File: config.mk
export PLATFORM = sky130hd
export DESIGN_NAME = credit_accumulator_flat
export DESIGN_NICKNAME = d
export VERILOG_FILES = /design/src/rtl/credit_accumulator_pkg.sv /design/src/rtl/credit_accumulator_if.sv /design/src/rtl/credit_accumulator_idle_timer.sv /design/src/rtl/credit_accumulator.sv /design/src/flat_wrapper.sv
export SDC_FILE = /design/constraint.sdc
export NUM_CORES = 1
export LEC_CHECK = 0
export ABC_AREA = 1
export CORE_MARGIN = 8
export CORE_UTILIZATION = 40
export DETAILED_ROUTE_END_ITERATION = 10
export PLACE_DENSITY = 0.76
export SYNTH_ARGS = -nofsm -noshare
export SYNTH_HDL_FRONTEND = slang
export SYNTH_SLANG_ARGS = --single-unit
export TNS_END_PERCENT = 100
File: constraint.sdc
create_clock -name clk -period 2.6 [get_ports clk]
set_input_delay 0.52 -clock clk [delete_from_list [all_inputs] [get_ports clk]]
set_output_delay 0.52 -clock clk [all_outputs]
set_load 0.005 [all_outputs]
File: src/rtl/credit_accumulator_pkg.sv
// Shared coin codes, FSM encoding and coin value lookup
// for the vending credit front end.
package reseller_pkg;

    localparam logic [1:0] COIN_NONE = 2'b00;
    localparam logic [1:0] COIN_A    = 2'b01;
    localparam logic [1:0] COIN_B    = 2'b10;
    localparam logic [1:0] COIN_C    = 2'b11;

    typedef enum logic [1:0] {
        IDLE    = 2'd0,
        COLLECT = 2'd1,
        LOCKED  = 2'd2,
        REFUND  = 2'd3
    } state_t;

    // Callers truncate the result to their own WIDTH.
    function automatic logic [31:0] coin_val(
        input logic [1:0] code,
        input int         va,
        input int         vb,
        input int         vc
    );
        logic [31:0] v;
        v = '0;
        case (code)
            COIN_A:  v = 32'(va);
            COIN_B:  v = 32'(vb);
            COIN_C:  v = 32'(vc);
            default: v = '0;
        endcase
        return v;
    endfunction

endpackage

File: src/rtl/credit_accumulator_if.sv
// Coin/select/refund bundle between the vending
// controller and the credit accumulator.
interface credit_accumulator_if #(
    parameter int WIDTH = 8
);
    logic             coin_vld;
    logic [1:0]       coin;
    logic             sel_vld;
    logic [WIDTH-1:0] sel_price;
    logic             cancel;
    logic             done;
    logic [WIDTH-1:0] credit;
    logic [WIDTH-1:0] price;
    logic             price_vld;
    logic             coin_reject;
    logic             refund_vld;
    logic [WIDTH-1:0] refund_amt;
    logic             busy;

    modport master (
        output coin_vld, coin, sel_vld,
        output sel_price, cancel, done,
        input  credit, price, price_vld,
        input  coin_reject, refund_vld,
        input  refund_amt, busy
    );

    modport slave (
        input  coin_vld, coin, sel_vld,
        input  sel_price, cancel, done,
        output credit, price, price_vld,
        output coin_reject, refund_vld,
        output refund_amt, busy
    );
endinterface

File: src/rtl/credit_accumulator_idle_timer.sv
// Idle counter: raises expire once it has counted
// TIMEOUT-1 enabled cycles since the last clear.
module idle_timer #(
    parameter int TIMEOUT = 1000
) (
    input  logic clk,
    input  logic rst,
    input  logic clr,
    input  logic en,
    output logic expire
);
    localparam int CW = $clog2(TIMEOUT);

    logic [CW-1:0] cnt;

    assign expire = en && (cnt == CW'(TIMEOUT - 1));

    always_ff @(posedge clk or posedge rst) begin
        if (rst) begin
            cnt <= '0;
        end else if (clr) begin
            cnt <= '0;
        end else if (en && !expire) begin
            cnt <= cnt + 1'b1;
        end
    end
endmodule

File: src/rtl/credit_accumulator.sv
// Coin credit accumulator: collects exact change,
// latches price, refunds on cancel or idle timeout.
module credit_accumulator
    import reseller_pkg::*;
#(
    parameter int WIDTH   = 8,
    parameter int TIMEOUT = 1000,
    parameter int VAL_A   = 1,
    parameter int VAL_B   = 5,
    parameter int VAL_C   = 10
) (
    input logic                 clk,
    input logic                 rst,
    credit_accumulator_if.slave bus
);
    state_t           state;
    logic [WIDTH-1:0] credit_q;
    logic [WIDTH-1:0] price_q;
    logic [WIDTH-1:0] amt_q;
    logic             pvld_q;
    logic             rej_q;
    logic             rvld_q;
    logic             busy_q;

    logic [WIDTH-1:0] val;
    logic [WIDTH:0]   sum;
    logic             active;
    logic             coin_ev;
    logic             expire;
    logic             go_refund;
    logic             tmr_clr;
    logic             ev_refund;
    logic             ev_done;
    logic             ev_coin;
    logic             ev_lock;
    logic             reject;

    assign val     = WIDTH'(coin_val(bus.coin, VAL_A, VAL_B, VAL_C));
    assign coin_ev = bus.coin_vld && (bus.coin != COIN_NONE);
    assign active  = (state == COLLECT) || (state == LOCKED);
    assign sum     = {1'b0, credit_q} + {1'b0, val};

    assign go_refund = active && (bus.cancel || expire);
    assign tmr_clr   = !active || go_refund
                     || coin_ev || bus.sel_vld;

    // Carry out always rejects; when locked, so does overshoot.
    assign reject = sum[WIDTH]
                 || ((state == LOCKED) && (sum[WIDTH-1:0] > price_q));

    always_comb begin
        ev_refund = 1'b0;
        ev_done   = 1'b0;
        ev_coin   = 1'b0;
        ev_lock   = 1'b0;
        if (go_refund) begin
            ev_refund = 1'b1;
        end else if ((state == LOCKED) && bus.done) begin
            ev_done = 1'b1;
        end else if (active && coin_ev) begin
            ev_coin = 1'b1;
        end else if ((state == COLLECT) && bus.sel_vld) begin
            ev_refund = (bus.sel_price < credit_q);
            ev_lock   = (bus.sel_price >= credit_q);
        end
    end

    idle_timer #(
        .TIMEOUT(TIMEOUT)
    ) u_timer (
        .clk   (clk),
        .rst   (rst),
        .clr   (tmr_clr),
        .en    (active),
        .expire(expire)
    );

    always_ff @(posedge clk or posedge rst) begin
        if (rst) begin
            state    <= IDLE;
            credit_q <= '0;
            price_q  <= '0;
            amt_q    <= '0;
            pvld_q   <= 1'b0;
            rej_q    <= 1'b0;
            rvld_q   <= 1'b0;
            busy_q   <= 1'b0;
        end else begin
            rej_q  <= 1'b0;
            rvld_q <= 1'b0;
            unique case (1'b1)
                (state == IDLE) && coin_ev: begin
                    credit_q <= val;
                    busy_q   <= 1'b1;
                    state    <= COLLECT;
                end
                (state == REFUND): begin
                    busy_q <= 1'b0;
                    state  <= IDLE;
                end
                ev_refund: begin
                    rvld_q   <= 1'b1;
                    amt_q    <= credit_q;
                    credit_q <= '0;
                    price_q  <= '0;
                    pvld_q   <= 1'b0;
                    state    <= REFUND;
                end
                ev_done: begin
                    credit_q <= '0;
                    price_q  <= '0;
                    pvld_q   <= 1'b0;
                    busy_q   <= 1'b0;
                    state    <= IDLE;
                end
                ev_coin: begin
                    if (reject) begin
                        rej_q <= 1'b1;
                    end else begin
                        credit_q <= sum[WIDTH-1:0];
                    end
                end
                ev_lock: begin
                    price_q <= bus.sel_price;
                    pvld_q  <= 1'b1;
                    state   <= LOCKED;
                end
                default: ;
            endcase
        end
    end

    assign bus.credit      = credit_q;
    assign bus.price       = price_q;
    assign bus.price_vld   = pvld_q;
    assign bus.coin_reject = rej_q;
    assign bus.refund_vld  = rvld_q;
    assign bus.refund_amt  = amt_q;
    assign bus.busy        = busy_q;
endmodule

File: src/flat_wrapper.sv
// flat-port wrapper written by rule: the top's interface ports become plain ports
module credit_accumulator_flat import reseller_pkg::*;
#(
    parameter int WIDTH   = 8,
    parameter int TIMEOUT = 1000,
    parameter int VAL_A   = 1,
    parameter int VAL_B   = 5,
    parameter int VAL_C   = 10
)
  (clk, rst, bus_coin_vld, bus_coin, bus_sel_vld, bus_sel_price, bus_cancel, bus_done, bus_credit, bus_price, bus_price_vld, bus_coin_reject, bus_refund_vld, bus_refund_amt, bus_busy);
  credit_accumulator_if #(.WIDTH(WIDTH)) bus_i ();
  input logic clk;
  input logic rst;
  input wire logic [$bits(bus_i.coin_vld)-1:0] bus_coin_vld;
  input wire logic [$bits(bus_i.coin)-1:0] bus_coin;
  input wire logic [$bits(bus_i.sel_vld)-1:0] bus_sel_vld;
  input wire logic [$bits(bus_i.sel_price)-1:0] bus_sel_price;
  input wire logic [$bits(bus_i.cancel)-1:0] bus_cancel;
  input wire logic [$bits(bus_i.done)-1:0] bus_done;
  output wire logic [$bits(bus_i.credit)-1:0] bus_credit;
  output wire logic [$bits(bus_i.price)-1:0] bus_price;
  output wire logic [$bits(bus_i.price_vld)-1:0] bus_price_vld;
  output wire logic [$bits(bus_i.coin_reject)-1:0] bus_coin_reject;
  output wire logic [$bits(bus_i.refund_vld)-1:0] bus_refund_vld;
  output wire logic [$bits(bus_i.refund_amt)-1:0] bus_refund_amt;
  output wire logic [$bits(bus_i.busy)-1:0] bus_busy;
  assign bus_i.coin_vld = bus_coin_vld;
  assign bus_i.coin = bus_coin;
  assign bus_i.sel_vld = bus_sel_vld;
  assign bus_i.sel_price = bus_sel_price;
  assign bus_i.cancel = bus_cancel;
  assign bus_i.done = bus_done;
  assign bus_credit = bus_i.credit;
  assign bus_price = bus_i.price;
  assign bus_price_vld = bus_i.price_vld;
  assign bus_coin_reject = bus_i.coin_reject;
  assign bus_refund_vld = bus_i.refund_vld;
  assign bus_refund_amt = bus_i.refund_amt;
  assign bus_busy = bus_i.busy;
  credit_accumulator #(.WIDTH(WIDTH), .TIMEOUT(TIMEOUT), .VAL_A(VAL_A), .VAL_B(VAL_B), .VAL_C(VAL_C)) u_core (.clk(clk), .rst(rst), .bus(bus_i));
endmodule
==> results.md, run 1 <==
- Most common cell after layout, fill and taps aside: nand2_1
- Number of global-route vias before repair: 2,428
- Outcome: complete, but fails checks
- DRC violation total after the first TritonRoute iteration: 96
- Number of antenna violations at the first check in global routing: 0
- Final standard cell utilization of the core: 0.575
- Top layer used by detailed routing: met4
- CP dominant cell by count: nand2_1
- Top library cells by usage in the layout, fill and taps aside: 88 x nand2_1, 43 x inv_1, 41 x clkdlybuf4s50_1
- Layout overhead on the synthesized area: 40.6%
- TritonCTS clock tree: built
- Number of placed I/O pins: 44
- Placeable core region: 6280 um2
- Setup repair after global routing missed its margin: true
- Via density per instance: 4.91
- Max Buffers Root-to-Sink: 2
- Slew at the pin closest to its max-slew limit: 0.499 ns
- ANT cells: 0
- Remaining antenna violation count after routing: 0
- Standard-cell row count: 29
- Warning count from the yosys run: 0
- Crit Path Max Fanout: 4
- Fraction of power spent switching nets: 0.407
- Clock latency reported for the late side of the worst-skew pair: 0.29 ns
- H-Tree Depth: 2
- Final worst-path cycle share: 1.11
- Post-route DRC violation count: 0
- Final Routed Wirelength: 6.41 mm
- Data required time at the worst endpoint: 2.84 ns
- Pin count of the biggest net entering global routing: 41
- Worst setup margin: -0.287 ns
- Max Cap Viol: 0
- Dpl hpwl: 4.82 mm
- Switching power: 1.17 mW
- Die ar.: 9230 um2
- WP data arrival: 3.12 ns
- Worst Hold Margin: 0.472 ns
- Number of sinks on the clock net: 40
- Area taken by flip-flops and latches: 1000 um2
- Clock-pin slew on the worst setup and hold paths: 0.09 ns
- RePlAce Congestion: 0.884
- Fraction of layout instances using a drive strength above 1: 0.207
- Cell area after technology mapping: 2570 um2
- Sequential area share after synthesis: 0.390
- Class of the tightest hold or removal check: flop to flop
- Area used by multi-input combinational logic: 1490 um2
- Routed length on met2: 3.11 mm
- Worst-path cell chain: buf_8 -> inv_6 -> ha_4 -> ha_4 -> ha_4 -> inv_2 -> nand2_2 -> a21oi_2 -> o21ai_2 -> buf_4 -> xor2_1 -> inv_1 -> ha_1 -> nand2_1 -> nor2_2 -> a31oi_1 -> nand2_1 -> nand2_2 -> buf_4 -> nor2_2 -> nand2_1 -> nand2_1
- Starting density of the core: 0.409
- IO Port Bufs: 43
- Clock tree skew after final layout: 0.00932 ns
- Path type of the worst setup path: input port to flop
- Via Count: 2,370
- Routed metal-1 wire length: 2.87 mm
- Average cell area after synthesis: 7.97 um2
- CTS Root Buffer Type: clkbuf_8
- Worst slew margin relative to its limit: 0.667
- Met3 routed WL: 278 um
- F_max: 346 MHz
- Sort of element at the end of the critical path: flop
- Remaining global-route overflow: 0
- Clock buffers created by TritonCTS: 5
- Aggregate negative setup slack: -2.12 ns
- Combinational Power Share: 0.551
- Violations in the final reports: setup timing
- Cell internal pwr: 1.70 mW
- Synth Net Count: 366
- WL/cell: 13.3 um
- Count of endpoints failing hold in the final timing report: 0
- Total GRT Usage: 0.144
- Post-route minimum period: 2.89 ns
- Netlist cell types: 29
- Cells after Synth: 322
- Net count, final: 449
- Relative contribution of the clock network to total power: 0.147
- Worst vdd ir: 0.559 mV
- Filler Cells Inserted: 540
- Die X-Extent: 96.1 um
- Finish-stage setup viols: 9
- Slowest library cell on the worst path: ha_1
- Fraction of power consumed by sequential logic: 0.302
- Cell leakage power: 1.83 nW
- Pre-antenna DRT Iters: 4
- Startpoint class of the critical path: input port
- Power per cell area: 794 nW/um2
- Max-slew violations: 0
- Largest stage delay on the critical path: 0.27 ns
- First-pass GRT wire length: 10.7 mm
- Height of the die: 96.1 um
- Seq cells post-synth: 40
## Yosys cell counts, drive strengths merged
library cell	count	share of area
a21o	2	0.0058
a21oi	8	0.016
a31oi	1	0.0024
buf	3	0.012
dfrtp	40	0.39
ha	28	0.14
inv	50	0.073
nand2	95	0.14
nand3	24	0.056
nand4	7	0.017
nor2	31	0.053
nor3	2	0.0039
nor3b	1	0.0029
o211ai	1	0.0029
o21a	2	0.0058
o21ai	12	0.026
xnor2	3	0.013
xor2	12	0.041
## path summary, 6_finish.rpt
| check | startpoint | to | slack [ns] | cells past startpoint |
|---|---|---|---|---|
| max reg2reg | u_core.bus.credit[1] | u_core.bus.credit[6] | -0.18 | 19 |
| min reg2reg | u_core.u_timer.cnt[0] | u_core.u_timer.cnt[0] | 0.47 | 1 |
| max | bus_coin[1] | u_core.bus.credit[6] | -0.29 | 22 |
| min | u_core.u_timer.cnt[0] | u_core.u_timer.cnt[0] | 0.47 | 1 |
| min in group asynchronous | rst | u_core.bus.credit[3] | 0.65 | 3 |
| max in group asynchronous | rst | u_core.bus.refund_amt[1] | 1.60 | 3 |
## cells by family after synthesis
logic type                 Yosys count  share of synthesized area
buffers and inverters               53                     0.0848
DFF                                 40                      0.390
and+or+nand+nor                    160                      0.275
AOI/OAI and AO/OA                   26                     0.0590
adders and majority gates           28                      0.137
xor gates and xnor gates            15                     0.0541
## power by group through the flow
stage               Clock (mW)  Combinational (mW)  Sequential (mW)
floorplan                    0               0.890            0.868
global placement             0                1.42            0.868
detailed placement           0                1.46            0.868
CTS                      0.430                1.54            0.866
global route             0.450                1.77            0.884
finish                   0.420                1.58            0.866
## timing repair
action / in CTS / in global routing
gates resized for setup: 21 / 9
endpoints found under the hold margin: 0 / 0
setup buffers: 13 / 3
hold buffers: 0 / 0
endpoints found under the setup margin: 9 / 9
pin swaps: 30 / 22
## final cells by class
class / instances / share of cell area
clock inverter: 3 / 0.00659
clock buffer: 5 / 0.0191
tap: 77 / 0.0267
inverter: 50 / 0.0576
multi-input combinational: 229 / 0.414
timing repair buffer: 79 / 0.198
sequential: 40 / 0.277
## stage by stage
stage               instances  area, um2  total power [mW]  setup WS, ns
finish                    483       3610              2.87        -0.287
global route              483       3610              3.10        -0.511
CTS                       481       3560              2.84        -0.167
detailed placement        461       3330              2.33         -1.09
global placement          461       3330              2.29         -1.04
floorplan                 322       2660              1.76        -0.211
## flip-flops by register name, summed over array words and instances (netlist names)
signal / count
u_core.bus.credit: 8
u_core.bus.price_vld: 1
u_core.u_timer.cnt: 10
u_core.bus.refund_vld: 1
u_core.bus.coin_reject: 1
u_core.bus.price: 8
u_core.state: 2
u_core.bus.busy: 1
u_core.bus.refund_amt: 8
## layer usage
metal	vias to the layer above	GRT usage
met2	67	0.243
met4	0	0.0627
li1	1184	-
met3	15	0.0242
met5	-	0
met1	1104	0.177
## worst max-delay path, delay by kind of cell
kind	cells	cell delay (ns)
XOR/XNOR	1	0.13
AO/OA/AOI/OAI	3	0.38
buffers and inverters	6	0.55
adder cells (fa/ha/maj)	4	0.82
AND/OR/NAND/NOR	8	0.74
Power figures use the tool's default switching activity.
==> run 2, diff against run 1 <==
Settings changed: CORE_UTILIZATION 40 to 48, PLACE_DENSITY 0.76 to 0.86.
==> run 2 against run 1 <==
The flow still finishes with violations (setup timing). Die area shrank 14%. Clock power increased by 21%. Hold slack better by 0.00067 ns. Register-to-register slack improved by 0.04 ns. Count of clock-buffer cells in the layout is the same. Utilization grew 11 points. Non-clock buffer count shrank 11. Clock skew fell by 0.00063 ns. Wire length rose by 0.78%. Global-route usage rose by 2.9 points. Sequential power about the same. Largest cell class unchanged.
==> results.md, run 2 (synthesized netlist as in run 1, its figures left out) <==
- Violations in the final reports: setup timing
- Data required time at the worst endpoint: 2.79 ns
- Placeable core region: 5140 um2
- RePlAce Congestion: 0.906
- F_max: 355 MHz
- Worst slew margin relative to its limit: 0.672
- Max reg flops: 10
- Slew at the pin closest to its max-slew limit: 0.492 ns
- Aggregate negative setup slack: -1.76 ns
- Layout overhead on the synthesized area: 37.7%
- Starting density of the core: 0.499
- Pre-CTS setup slack: -1.12 ns
- Power per cell area: 828 nW/um2
- Die X-Extent: 89.1 um
- Clock tree skew after final layout: 0.00869 ns
- Die ar.: 7940 um2
- Clock latency reported for the late side of the worst-skew pair: 0.30 ns
- Path type of the worst setup path: input port to flop
- Via Count: 2,319
- First-pass GRT wire length: 10.6 mm
- Placed cells: 454
- Startpoint class of the critical path: input port
- Top library cells by usage in the layout, fill and taps aside: 87 x nand2_1, 43 x inv_1, 41 x clkdlybuf4s50_1
- Pre-antenna DRT Iters: 4
- Max Cap Viol: 0
- Via density per instance: 4.99
- Crit Path Max Fanout: 4
- WL/cell: 13.9 um
- Number of sinks on the clock net: 40
- Number of non-filler instances in the completed layout: 465
- Pin count of the biggest net entering global routing: 41
- Most common cell after layout, fill and taps aside: nand2_1
- Max-slew violations: 0
- ANT cells: 0
- CTS Root Buffer Type: clkbuf_8
- Height of the die: 89.1 um
- Net count, final: 438
- Finish-stage setup viols: 9
- Final Instance Area: 3530 um2
- Standard-cell row count: 26
- WP data arrival: 3.01 ns
- Number of placed I/O pins: 44
- Number of antenna violations at the first check in global routing: 0
- H-Tree Depth: 2
- Total GRT Usage: 0.173
- Met2 routing resource usage after global routing: 0.295
- Worst vdd ir: 0.506 mV
- Layer with the highest usage: met2
- Setup repair after global routing missed its margin: true
- Class of the tightest hold or removal check: flop to flop
- TritonCTS clock tree: built
- Max Buffers Root-to-Sink: 2
- Number of global-route vias before repair: 2,349
- DRC violation total after the first TritonRoute iteration: 134
- Clock buffers created by TritonCTS: 5
- Post-route minimum period: 2.82 ns
- Clock-pin slew on the worst setup and hold paths: 0.08 ns
- Dpl hpwl: 4.93 mm
- Area of placed instances: 3320 um2
- Final Routed Wirelength: 6.46 mm
- Final worst-path cycle share: 1.08
- IO Port Bufs: 43
- Cell leakage power: 1.78 nW
- Worst setup margin: -0.217 ns
- Remaining global-route overflow: 0
- Post-route DRC violation count: 0
- Sort of element at the end of the critical path: flop
- Outcome: complete, but fails checks
- Met1 layer usage reported by global route: 0.206
- Largest register by flop count: u_core.u_timer.cnt
- Met3 usage: 0.0358
- Remaining antenna violation count after routing: 0
- Count of endpoints failing hold in the final timing report: 0
- Fraction of layout instances using a drive strength above 1: 0.190
-- run 2: cell count changes in the layout (fill, tap and decap cells not counted), sizes merged --
cell      delta
buf         -11
bufinv       +1
clkinvlp     -1
-- run 2: layout make-up --
cell class,instances,area (um2)
repair buffers,68,633
flip-flops and latches,40,1000
clock buffers,5,68.8
inverters,50,208
clock inverters,3,42.5
well taps,70,87.6
fillers,420,1610
multi-input cells,229,1490
-- run 2: what timing repair did --
item | 4_1_cts | 5_1_grt
setup buffers | 3 | 1
endpoints found under the setup margin | 9 | 9
hold endpoints to repair | 0 | 0
pin swaps | 19 | 11
hold buffers | 0 | 0
gates resized for setup | 22 | 9
-- run 2: path summary, 6_finish.rpt --
check | start | endpoint | slack (ns) | cells past startpoint
setup / recovery | bus_coin[0] | u_core.bus.credit[1] | -0.22 | 23
hold / removal | u_core.u_timer.cnt[0] | u_core.u_timer.cnt[0] | 0.47 | 1
setup reg to reg | u_core.bus.credit[1] | u_core.bus.credit[1] | -0.14 | 20
hold reg to reg | u_core.u_timer.cnt[0] | u_core.u_timer.cnt[0] | 0.47 | 1
max in group asynchronous | rst | u_core.bus.credit[1] | 1.62 | 3
min in group asynchronous | rst | u_core.u_timer.cnt[7] | 0.64 | 3
-- run 2: critical path, cell delays in order --
cell and delay [ns]:
buf_12 0.10, inv_12 0.03, ha_4 0.26, ha_4 0.14, ha_4 0.12, inv_2 0.03, nand2_2 0.06, a21oi_2 0.05
o21ai_2 0.17, nand2_1 0.08, nor2_2 0.14, xor2_2 0.18, ha_1 0.26, nand2_2 0.09, nor2_2 0.05, a31oi_1 0.20
nand2_2 0.09, nand2_2 0.11, nand2_4 0.08, inv_4 0.07, nor2_4 0.04, nand2_1 0.06, nand2_1 0.05
-- run 2: report_power, final --
group          switching [mW]  total [mW]  internal (mW)  leakage [nW]
Sequential              0.113       0.865          0.752         0.543
Combinational           0.842        1.55          0.708          1.18
Clock                   0.225       0.509          0.284        0.0541
-- run 2: through the flow --
| step | utilization | hold slack (ns) | power [mW] |
|---|---|---|---|
| after floorplan | - | 0.433 | 1.76 |
| after global routing | 0.687 | 0.497 | 3.15 |
| final | 0.687 | 0.473 | 2.92 |
| after global placement | 0.647 | 0.446 | 2.27 |
| after detailed placement | 0.647 | 0.461 | 2.34 |
| after CTS | 0.679 | 0.473 | 2.90 |
-- run 2: routing by layer --
metal	routed length [um]	part of all wire
met3	354	0.055
met4	140	0.022
met2	3180	0.49
met1	2790	0.43
met5	0	0
